## config.mk

```make
export PLATFORM = sky130hd
export DESIGN_NAME = car_request_latch_flat
export DESIGN_NICKNAME = d
export VERILOG_FILES = /design/src/rtl/car_request_latch_pkg.sv /design/src/rtl/car_request_latch_if.sv /design/src/rtl/car_request_latch_debounce.sv /design/src/rtl/car_request_latch.sv /design/src/flat_wrapper.sv
export SDC_FILE = /design/constraint.sdc
export NUM_CORES = 1
export LEC_CHECK = 0
export ABC_CLOCK_PERIOD_IN_PS = 3800
export CAP_MARGIN = 20
export CORE_MARGIN = 3
export CORE_UTILIZATION = 50
export CTS_BUF_LIST = sky130_fd_sc_hd__clkbuf_4 sky130_fd_sc_hd__clkbuf_8
export DETAILED_ROUTE_END_ITERATION = 16
export GPL_TIMING_DRIVEN = 0
export PLACE_DENSITY = 0.68
export RECOVER_POWER = 100
export SYNTH_ARGS = -nofsm -noshare
export SYNTH_HDL_FRONTEND = slang
export SYNTH_SLANG_ARGS = --single-unit
```

## constraint.sdc

```tcl
create_clock -name sclk -period 3.8 [get_ports sclk]
set_input_delay 0.57 -clock sclk [delete_from_list [all_inputs] [get_ports sclk]]
set_output_delay 0.57 -clock sclk [all_outputs]
set_load 0.02 [all_outputs]
```

## src/rtl/car_request_latch_pkg.sv

```systemverilog
// Shared traffic-controller encodings: sensor indices, lane-pair masks and 48 MHz timing defaults.
package traffic_pkg;

  typedef enum logic [1:0] {
    CAR1 = 2'd0,
    CAR2 = 2'd1,
    CAR3 = 2'd2,
    CAR4 = 2'd3
  } car_idx_e;

  localparam logic [3:0] PAIR13 = 4'b0101;
  localparam logic [3:0] PAIR24 = 4'b1010;

  localparam int unsigned DEBOUNCE_CYCLES_48M = 48000;
  localparam int unsigned MAX_WAIT_48M        = 480000000;

endpackage

```

## src/rtl/car_request_latch_if.sv

```systemverilog
// Sensor/request bundle between the pins-side conditioning stage and the light controller.
interface car_request_latch_if;
  logic [3:0] car_raw;
  logic       served13;
  logic       served24;
  logic [3:0] car_clean;
  logic       req13;
  logic       req24;
  logic       urgent13;
  logic       urgent24;

  modport master (
    output car_raw, served13, served24,
    input  car_clean, req13, req24, urgent13, urgent24
  );

  modport slave (
    input  car_raw, served13, served24,
    output car_clean, req13, req24, urgent13, urgent24
  );
endinterface

```

## src/rtl/car_request_latch_debounce.sv

```systemverilog
// One sensor channel: two-flop synchroniser, debounce counter, clean level and rising-edge pulse.
module car_debounce
  import traffic_pkg::*;
#(
  parameter int unsigned DEBOUNCE_W      = 16,
  parameter int unsigned DEBOUNCE_CYCLES = DEBOUNCE_CYCLES_48M
) (
  input  logic clk,
  input  logic rst,
  input  logic raw,
  output logic clean,
  output logic rise
);
  localparam logic [DEBOUNCE_W-1:0] LAST = DEBOUNCE_W'(DEBOUNCE_CYCLES - 1);

  logic [1:0]            sync_ff;
  logic [DEBOUNCE_W-1:0] count;
  logic                  clean_d;

  always_ff @(posedge clk) begin
    if (rst) begin
      sync_ff <= '0;
      count   <= '0;
      clean   <= 1'b0;
      clean_d <= 1'b0;
    end else begin
      sync_ff <= {sync_ff[0], raw};
      clean_d <= clean;
      // Any return to the accepted level restarts the hold count.
      if (sync_ff[1] == clean) begin
        count <= '0;
      end else if (count == LAST) begin
        clean <= sync_ff[1];
        count <= '0;
      end else begin
        count <= count + DEBOUNCE_W'(1);
      end
    end
  end

  assign rise = clean & ~clean_d;

endmodule

```

## src/rtl/car_request_latch.sv

```systemverilog
// Four-sensor conditioning and sticky per-pair service requests for the traffic light controller.
// Optional per-pair wait timers and urgent flags are built when CAR_WAIT_TIMER_EN is defined.
module car_request_latch
  import traffic_pkg::*;
#(
  parameter int unsigned DEBOUNCE_W      = 16,
  parameter int unsigned DEBOUNCE_CYCLES = DEBOUNCE_CYCLES_48M,
  parameter int unsigned WAIT_W          = 32,
  parameter int unsigned MAX_WAIT        = MAX_WAIT_48M
) (
  input  logic sclk,
  input  logic rst,
  car_request_latch_if.slave bus
);
  if (DEBOUNCE_CYCLES < 1 || longint'(DEBOUNCE_CYCLES) >= (64'd1 << DEBOUNCE_W))
    $error("DEBOUNCE_CYCLES out of range for DEBOUNCE_W");
  if (WAIT_W < 32 && longint'(MAX_WAIT) >= (64'd1 << WAIT_W))
    $error("MAX_WAIT unreachable by a WAIT_W-bit timer");

  logic [3:0] clean;
  logic [3:0] rise;
  logic       req13;
  logic       req24;
  logic       set13;
  logic       set24;

  for (genvar i = 0; i < 4; i++) begin : g_ch
    car_debounce #(
      .DEBOUNCE_W     (DEBOUNCE_W),
      .DEBOUNCE_CYCLES(DEBOUNCE_CYCLES)
    ) u_debounce (
      .clk  (sclk),
      .rst  (rst),
      .raw  (bus.car_raw[i]),
      .clean(clean[i]),
      .rise (rise[i])
    );
  end

  assign set13 = |(rise & PAIR13);
  assign set24 = |(rise & PAIR24);

  // Set wins over serve so a car arriving during green is still queued.
  always_ff @(posedge sclk) begin
    if (rst) begin
      req13 <= 1'b0;
      req24 <= 1'b0;
    end else begin
      req13 <= set13 | (req13 & ~bus.served13);
      req24 <= set24 | (req24 & ~bus.served24);
    end
  end

  assign bus.car_clean = clean;
  assign bus.req13     = req13;
  assign bus.req24     = req24;

`ifdef CAR_WAIT_TIMER_EN
  localparam logic [WAIT_W-1:0] MAX_WAIT_V = WAIT_W'(MAX_WAIT);

  logic [WAIT_W-1:0] timer13;
  logic [WAIT_W-1:0] timer24;
  logic              urgent13;
  logic              urgent24;

  always_ff @(posedge sclk) begin
    if (rst) begin
      timer13  <= '0;
      timer24  <= '0;
      urgent13 <= 1'b0;
      urgent24 <= 1'b0;
    end else begin
      if (!req13 || bus.served13) timer13 <= '0;
      else if (timer13 != '1)     timer13 <= timer13 + WAIT_W'(1);
      if (!req24 || bus.served24) timer24 <= '0;
      else if (timer24 != '1)     timer24 <= timer24 + WAIT_W'(1);
      urgent13 <= (timer13 >= MAX_WAIT_V);
      urgent24 <= (timer24 >= MAX_WAIT_V);
    end
  end

  assign bus.urgent13 = urgent13;
  assign bus.urgent24 = urgent24;
`else
  assign bus.urgent13 = 1'b0;
  assign bus.urgent24 = 1'b0;
`endif

endmodule

```

## src/flat_wrapper.sv

```systemverilog
// flat-port wrapper written by rule: the top's interface ports become plain ports
module car_request_latch_flat import traffic_pkg::*;
#(
  parameter int unsigned DEBOUNCE_W      = 16,
  parameter int unsigned DEBOUNCE_CYCLES = DEBOUNCE_CYCLES_48M,
  parameter int unsigned WAIT_W          = 32,
  parameter int unsigned MAX_WAIT        = MAX_WAIT_48M
)
  (sclk, rst, bus_car_raw, bus_served13, bus_served24, bus_car_clean, bus_req13, bus_req24, bus_urgent13, bus_urgent24);
  car_request_latch_if bus_i ();
  input  logic sclk;
  input  logic rst;
  input wire logic [$bits(bus_i.car_raw)-1:0] bus_car_raw;
  input wire logic [$bits(bus_i.served13)-1:0] bus_served13;
  input wire logic [$bits(bus_i.served24)-1:0] bus_served24;
  output wire logic [$bits(bus_i.car_clean)-1:0] bus_car_clean;
  output wire logic [$bits(bus_i.req13)-1:0] bus_req13;
  output wire logic [$bits(bus_i.req24)-1:0] bus_req24;
  output wire logic [$bits(bus_i.urgent13)-1:0] bus_urgent13;
  output wire logic [$bits(bus_i.urgent24)-1:0] bus_urgent24;
  assign bus_i.car_raw = bus_car_raw;
  assign bus_i.served13 = bus_served13;
  assign bus_i.served24 = bus_served24;
  assign bus_car_clean = bus_i.car_clean;
  assign bus_req13 = bus_i.req13;
  assign bus_req24 = bus_i.req24;
  assign bus_urgent13 = bus_i.urgent13;
  assign bus_urgent24 = bus_i.urgent24;
  car_request_latch #(.DEBOUNCE_W(DEBOUNCE_W), .DEBOUNCE_CYCLES(DEBOUNCE_CYCLES), .WAIT_W(WAIT_W), .MAX_WAIT(MAX_WAIT)) u_core (.sclk(sclk), .rst(rst), .bus(bus_i));
endmodule
```

==> results of run 1 <==
cells in the final DEF, fill, tap and decap left out, types with 3 or more instances in the layout:
cell type	instances
dfxtp_1	82
nor2_1	73
xnor2_1	46
nand3_1	27
inv_1	19
nor4_1	19
nand4_1	15
nor2b_1	15
nor3_1	14
xor2_1	13
nand2_1	11
clkbuf_8	9
and3_1	7
dlygate4sd3_1	7
clkbuf_1	6
buf_4	6
clkdlybuf4s50_1	6
nand2b_1	5
ha_1	4
mux2_2	3
stage by stage:
step | power, mW | util (%) | setup slack, ns
finish | 1.576 | 59.62 | 1.548
global route | 1.632 | 59.62 | 1.378
CTS | 1.596 | 59.98 | 1.701
detailed placement | 0.9171 | 56.65 | 1.480
global placement | 0.9167 | 56.65 | 1.482
floorplan | 0.9046 | - | 2.059
kinds of logic after synthesis:
| group | count (synthesis) | synth area share [%] |
|---|---|---|
| AND/OR/NAND/NOR | 196 | 29.10 |
| AO/OA/AOI/OAI | 8 | 1.803 |
| XOR/XNOR | 59 | 14.89 |
| buffers and inverters | 31 | 4.363 |
| adder cells (fa/ha/maj) | 4 | 1.443 |
| other | 1 | 0.1081 |
| multiplexers | 3 | 0.9736 |
| flip-flops | 82 | 47.31 |
per-layer routing:
| layer | vias to the layer above | track usage [%] |
|---|---|---|
| met4 | 0 | 4.060 |
| met5 | - | 0 |
| met2 | 36 | 24.78 |
| li1 | 1347 | - |
| met1 | 1160 | 23.10 |
| met3 | 6 | 5.899 |
registers in the layout, indices dropped and copies added, names as in the netlist:
register	flops
u_core.bus.req13	1
u_core.bus.req24	1
u_core.g_ch.u_debounce.clean	4
u_core.g_ch.u_debounce.clean_d	4
u_core.g_ch.u_debounce.count	64
u_core.g_ch.u_debounce.sync_ff	8
power breakdown:
part | internal (mW) | switching (mW)
clock network | 0.369 | 0.312
logic | 0.0138 | 0.0147
registers | 0.864 | 0.00280
total | 1.25 | 0.330
area by class of cell:
class                      instances  area, µm²  area share, %
sequential                        82       1642          42.16
multi-input combinational        272       1669          42.87
clock buffer                       9      123.9          3.181
tap                               77      96.34          2.474
buffer                            12      67.56          1.735
clock inverter                     7      93.84          2.410
timing repair buffer              13      130.1          3.342
inverter                          19      71.32          1.832
final timing paths:
path / to / slack [ns] / cells past startpoint
max reg2reg: u_core.g_ch[1].u_debounce.count[7] / 1.55 / 5
max: u_core.g_ch[1].u_debounce.count[7] / 1.55 / 5
min: u_core.g_ch[1].u_debounce.sync_ff[1] / 0.44 / 1
min reg2reg: u_core.g_ch[1].u_debounce.sync_ff[1] / 0.44 / 1
==> out/summary.txt, run 1 <==
status: finished, final reports clean
layout cells sized above 1: 6.280%
Syn Area/Cell: 9.035 µm²
pin count of the biggest net entering global routing: 15
Vias: 2549
chip height: 89.30 µm
Synth async-reset ratio: 0%
post-CTS setup buffers: 0
post-synth top area share: 47.31%
Die Wd: 89.30 µm
final hold vios: 0
Setup CP Type: flop to flop
initial DRC count: 76
die footprint: 7974 µm²
Distinct cells, synth: 34
final WL: 5.809 mm
crit path launch: u_core.g_ch[1].u_debounce.count[10]
Synth area leader: dfxtp_1
NumNets Final: 421
Worst EP arrival: 2.48 ns
fin crit period: 2.252 ns
setup TNS: 0 ns
placed cells: 475
# fillers: 596
RSZ-0062 raised after global routing: no
PwrDens: 404.7 nW/µm²
static leakage power: 1.233 nW
first-pass GRT wire length: 10.55 mm
post_cts resized: 0
top post-synthesis cells by count: 82 x dfxtp_1, 73 x nor2_1, 46 x xnor2_1, 27 x nand3_1
Yosys reg bits: 82
global route total overflow: 0
Synth area leaders: dfxtp_1 47%, xnor2_1 12%, nor2_1 7.9%
drt wl/cell: 11.83 µm
DRC: 0
core area: 6531 µm²
Vias/cell: 5.191
YS warnings: 0
Slowest-stage cell, CP: or4_1
clk buf depth: 2
dominant synthesized flop cell: dfxtp_1
site row count: 29
Routed Antenna Nets: 0
EDFF count, synth: 0
vias in the first global route: 2349
Total Routing Usage GR: 16.63%
critical path's top delay family: simple AND/OR/NAND/NOR gates
startpoint types: flop
ant diodes: 0
Root Driver: clkbuf_8
Fmax: 0.4441 GHz
worst vdd ir: 0.2442 mV
Critical R2R Launch: u_core.g_ch[1].u_debounce.count[10]
Fin Clk Skew: 0.01167 ns
Clock Pin Slew Worst Setup and Hold Paths: 0.09 ns
final hold slack: 0.4371 ns
Synth Instances: 384
HP Class: flop to flop
Placed Area: 3700 µm²
max_cap viols: 0
area grow syn2layout: 12.22%
I/O Buffers: 13
CTS sink count: 82
fin area: 3894 µm²
final setup vio count: 0
kind of end point of the critical path: flop
final cell count without fillers: 491
Final period util: 59.26%
top routing layer used: met4
register area share after synthesis: 47.31%
critical hold path startpoint: u_core.g_ch[1].u_debounce.sync_ff[0]
1st-pass router iterations: 4
WL met1: 2.940 mm
most frequent cell after synthesis: dfxtp_1
hold buffers post-CTS: 0
clock latency at the later pin of the worst-skew pair: 0.34 ns
initial antenna violation count: 0
Slew Limit Fails: 0
Cell Chain, Critical Path: or4b_1 -> or4_1 -> nand2b_1 -> clkbuf_1 -> nor2_1
H-tree depth: 3
starting density of the core: 53.12%
Detail Placement HPWL: 4.073 mm
Ports: 16
CP max FO: 10
Worst Path Buf+Inv: 1
CP required: 4.03 ns
Met2 Wirelength: 2.573 mm
GP Congestion: 0.8701
CTS tree: built
Post-Syn Area: 3470 µm²
CTS Buf Count: 9
met3 WL post-DR: 231 µm
slowest stage delay, CP: 0.57 ns
Power figures use the tool's default switching activity.
==> run 2, diff against run 1 <==
ABC_CLOCK_PERIOD_IN_PS = 2200   (was 3800)
clock period = 2.2 ns   (was 3.8 ns; I/O delays follow)
==> run 2 against run 1 <==
Hold slack about the same. Clock skew about the same. Sequential power is 73% higher. Utilization up 0.19 points. Total power is 73% higher. Sequential cell count unchanged. Sequential share of layout area shrank 0.14 points. Count of clock-buffer cells in the layout is the same. First-iteration DRC count down 1.3%. Combinational power is 78% higher. Critical endpoint is now u_core.g_ch[1].u_debounce.count[14]. Largest cell class unchanged. Highest routed layer unchanged.
==> out/summary.txt, run 2 (synthesized netlist as in run 1, its figures left out) <==
status: finished, final reports clean
final WL: 5.819 mm
Slew Limit Fails: 0
Slowest-stage cell, CP: or4_1
Vias/cell: 5.196
clock latency at the later pin of the worst-skew pair: 0.35 ns
1st-pass router iterations: 5
vias in the first global route: 2349
Setup CP Type: flop to flop
commonest non-fill, non-tap cell in the layout: dfxtp_1
site row count: 29
H-tree depth: 3
startpoint types: flop
Reg2Reg Depth: 5
CP required: 2.44 ns
R2R Setup Slk: 0.18 ns
area grow syn2layout: 12.59%
initial antenna violation count: 0
critical hold path startpoint: u_core.g_ch[1].u_debounce.sync_ff[0]
CTS tree: built
hold buffers post-CTS: 0
fin crit period: 2.017 ns
starting density of the core: 53.12%
drt wl/cell: 11.85 µm
clk buf depth: 2
largest reg by FF count: u_core.g_ch.u_debounce.count
Die Wd: 89.30 µm
Detail Placement HPWL: 4.073 mm
CTS Buf Count: 9
post-CTS setup buffers: 0
post_cts resized: 0
Ports: 16
Hold Path Sink: u_core.g_ch[1].u_debounce.sync_ff[1]
static leakage power: 1.243 nW
RSZ-0062 raised after global routing: no
Hold Path Depth: 1
Worst EP arrival: 2.26 ns
critical path's top delay family: simple AND/OR/NAND/NOR gates
Critical R2R Launch: u_core.g_ch[1].u_debounce.count[10]
die footprint: 7974 µm²
Cell Chain, Critical Path: or4b_1 -> or4_1 -> nand2b_1 -> buf_8 -> nor2_1
max_cap viols: 0
layout cells sized above 1: 7.005%
most frequent cells in the layout: 82 x dfxtp_1, 73 x nor2_1, 46 x xnor2_1, 27 x nand3_1
final setup vio count: 0
Routed Antenna Nets: 0
GP Congestion: 0.8701
Clock Pin Slew Worst Setup and Hold Paths: 0.08 ns
worst vdd ir: 0.4198 mV
chip height: 89.30 µm
kind of end point of the critical path: flop
Total Routing Usage GR: 16.63%
ant diodes: 0
first-pass GRT wire length: 10.55 mm
Worst Path Buf+Inv: 1
Root Driver: clkbuf_8
initial DRC count: 75
Largest regs: u_core.g_ch.u_debounce.count (64), u_core.g_ch.u_debounce.sync_ff (8)
CP max FO: 10
Worst R2R End: u_core.g_ch[1].u_debounce.count[14]
HP Class: flop to flop
Vias: 2551
I/O Buffers: 13
Largest register FFs: 64
Fmax: 0.4957 GHz
NumNets Final: 421
pin count of the biggest net entering global routing: 15
Final period util: 91.69%
CTS sink count: 82
global route total overflow: 0
setup TNS: 0 ns
PwrDens: 697.2 nW/µm²
Fin Clk Skew: 0.01207 ns
DRC: 0
total power: 2.723 mW
slowest stage delay, CP: 0.57 ns
final hold vios: 0
core area: 6531 µm²
run 2: through the flow:
step | setup WS [ns] | hold WS [ns] | area (µm²) | util [%] | instances
6_report | 0.1828 | 0.4369 | 3906 | 59.81 | 491
5_1_grt | 0.009831 | 0.4681 | 3906 | 59.81 | 491
4_1_cts | 0.2272 | 0.4488 | 3918 | 59.98 | 491
3_5_place_dp | 0.1199 | 0.4245 | 3700 | 56.65 | 475
3_3_place_gp | 0.1220 | 0.4271 | 3700 | 56.65 | 475
2_1_floorplan | 0.4588 | 0.4138 | 3473 | - | 385
run 2: cell type report:
| type | count | area, µm² |
|---|---|---|
| buffer | 12 | 80.08 |
| clock buffer | 9 | 123.9 |
| clock inverter | 7 | 93.84 |
| fill | 593 | 2625 |
| inverter | 19 | 71.32 |
| multi-input combinational | 272 | 1669 |
| sequential | 82 | 1642 |
| tap | 77 | 96.34 |
| timing repair buffer | 13 | 130.1 |
run 2: worst max path at each step:
| stage | start | end | cells past startpoint |
|---|---|---|---|
| after CTS | u_core.g_ch[0].u_debounce.count[0] | u_core.g_ch[0].u_debounce.count[8] | 6 |
| after detailed placement | rst | u_core.g_ch[2].u_debounce.count[9] | 5 |
| final | u_core.g_ch[1].u_debounce.count[10] | u_core.g_ch[1].u_debounce.count[14] | 5 |
| after global placement | rst | u_core.g_ch[2].u_debounce.count[12] | 5 |
| after global routing | u_core.g_ch[0].u_debounce.count[0] | u_core.g_ch[0].u_debounce.count[1] | 6 |
| after floorplan | u_core.g_ch[1].u_debounce.count[10] | u_core.g_ch[1].u_debounce.count[14] | 5 |
run 2: worst reg2reg max path, stage by stage (launching register included):
cell      delay [ns]
dfxtp_1         0.36
or4b_1          0.50
or4_1           0.57
nand2b_1        0.26
buf_8           0.17
nor2_1          0.05
run 2: where the power goes:
group          switching (mW)  internal (mW)  leakage (nW)  total (mW)
Clock                   0.540          0.637         0.105        1.18
Combinational          0.0257         0.0251         0.475      0.0508
Sequential            0.00485           1.49         0.662        1.50
Total                   0.570           2.15          1.24        2.72
run 2: per-layer routing:
layer  global-route usage, %  share of wire, %  wire length, µm
met4                   4.060               1.1               63
met2                   24.78                44             2575
met5                       0                 0                0
met1                   23.10                51             2985
met3                   5.899               3.3              194
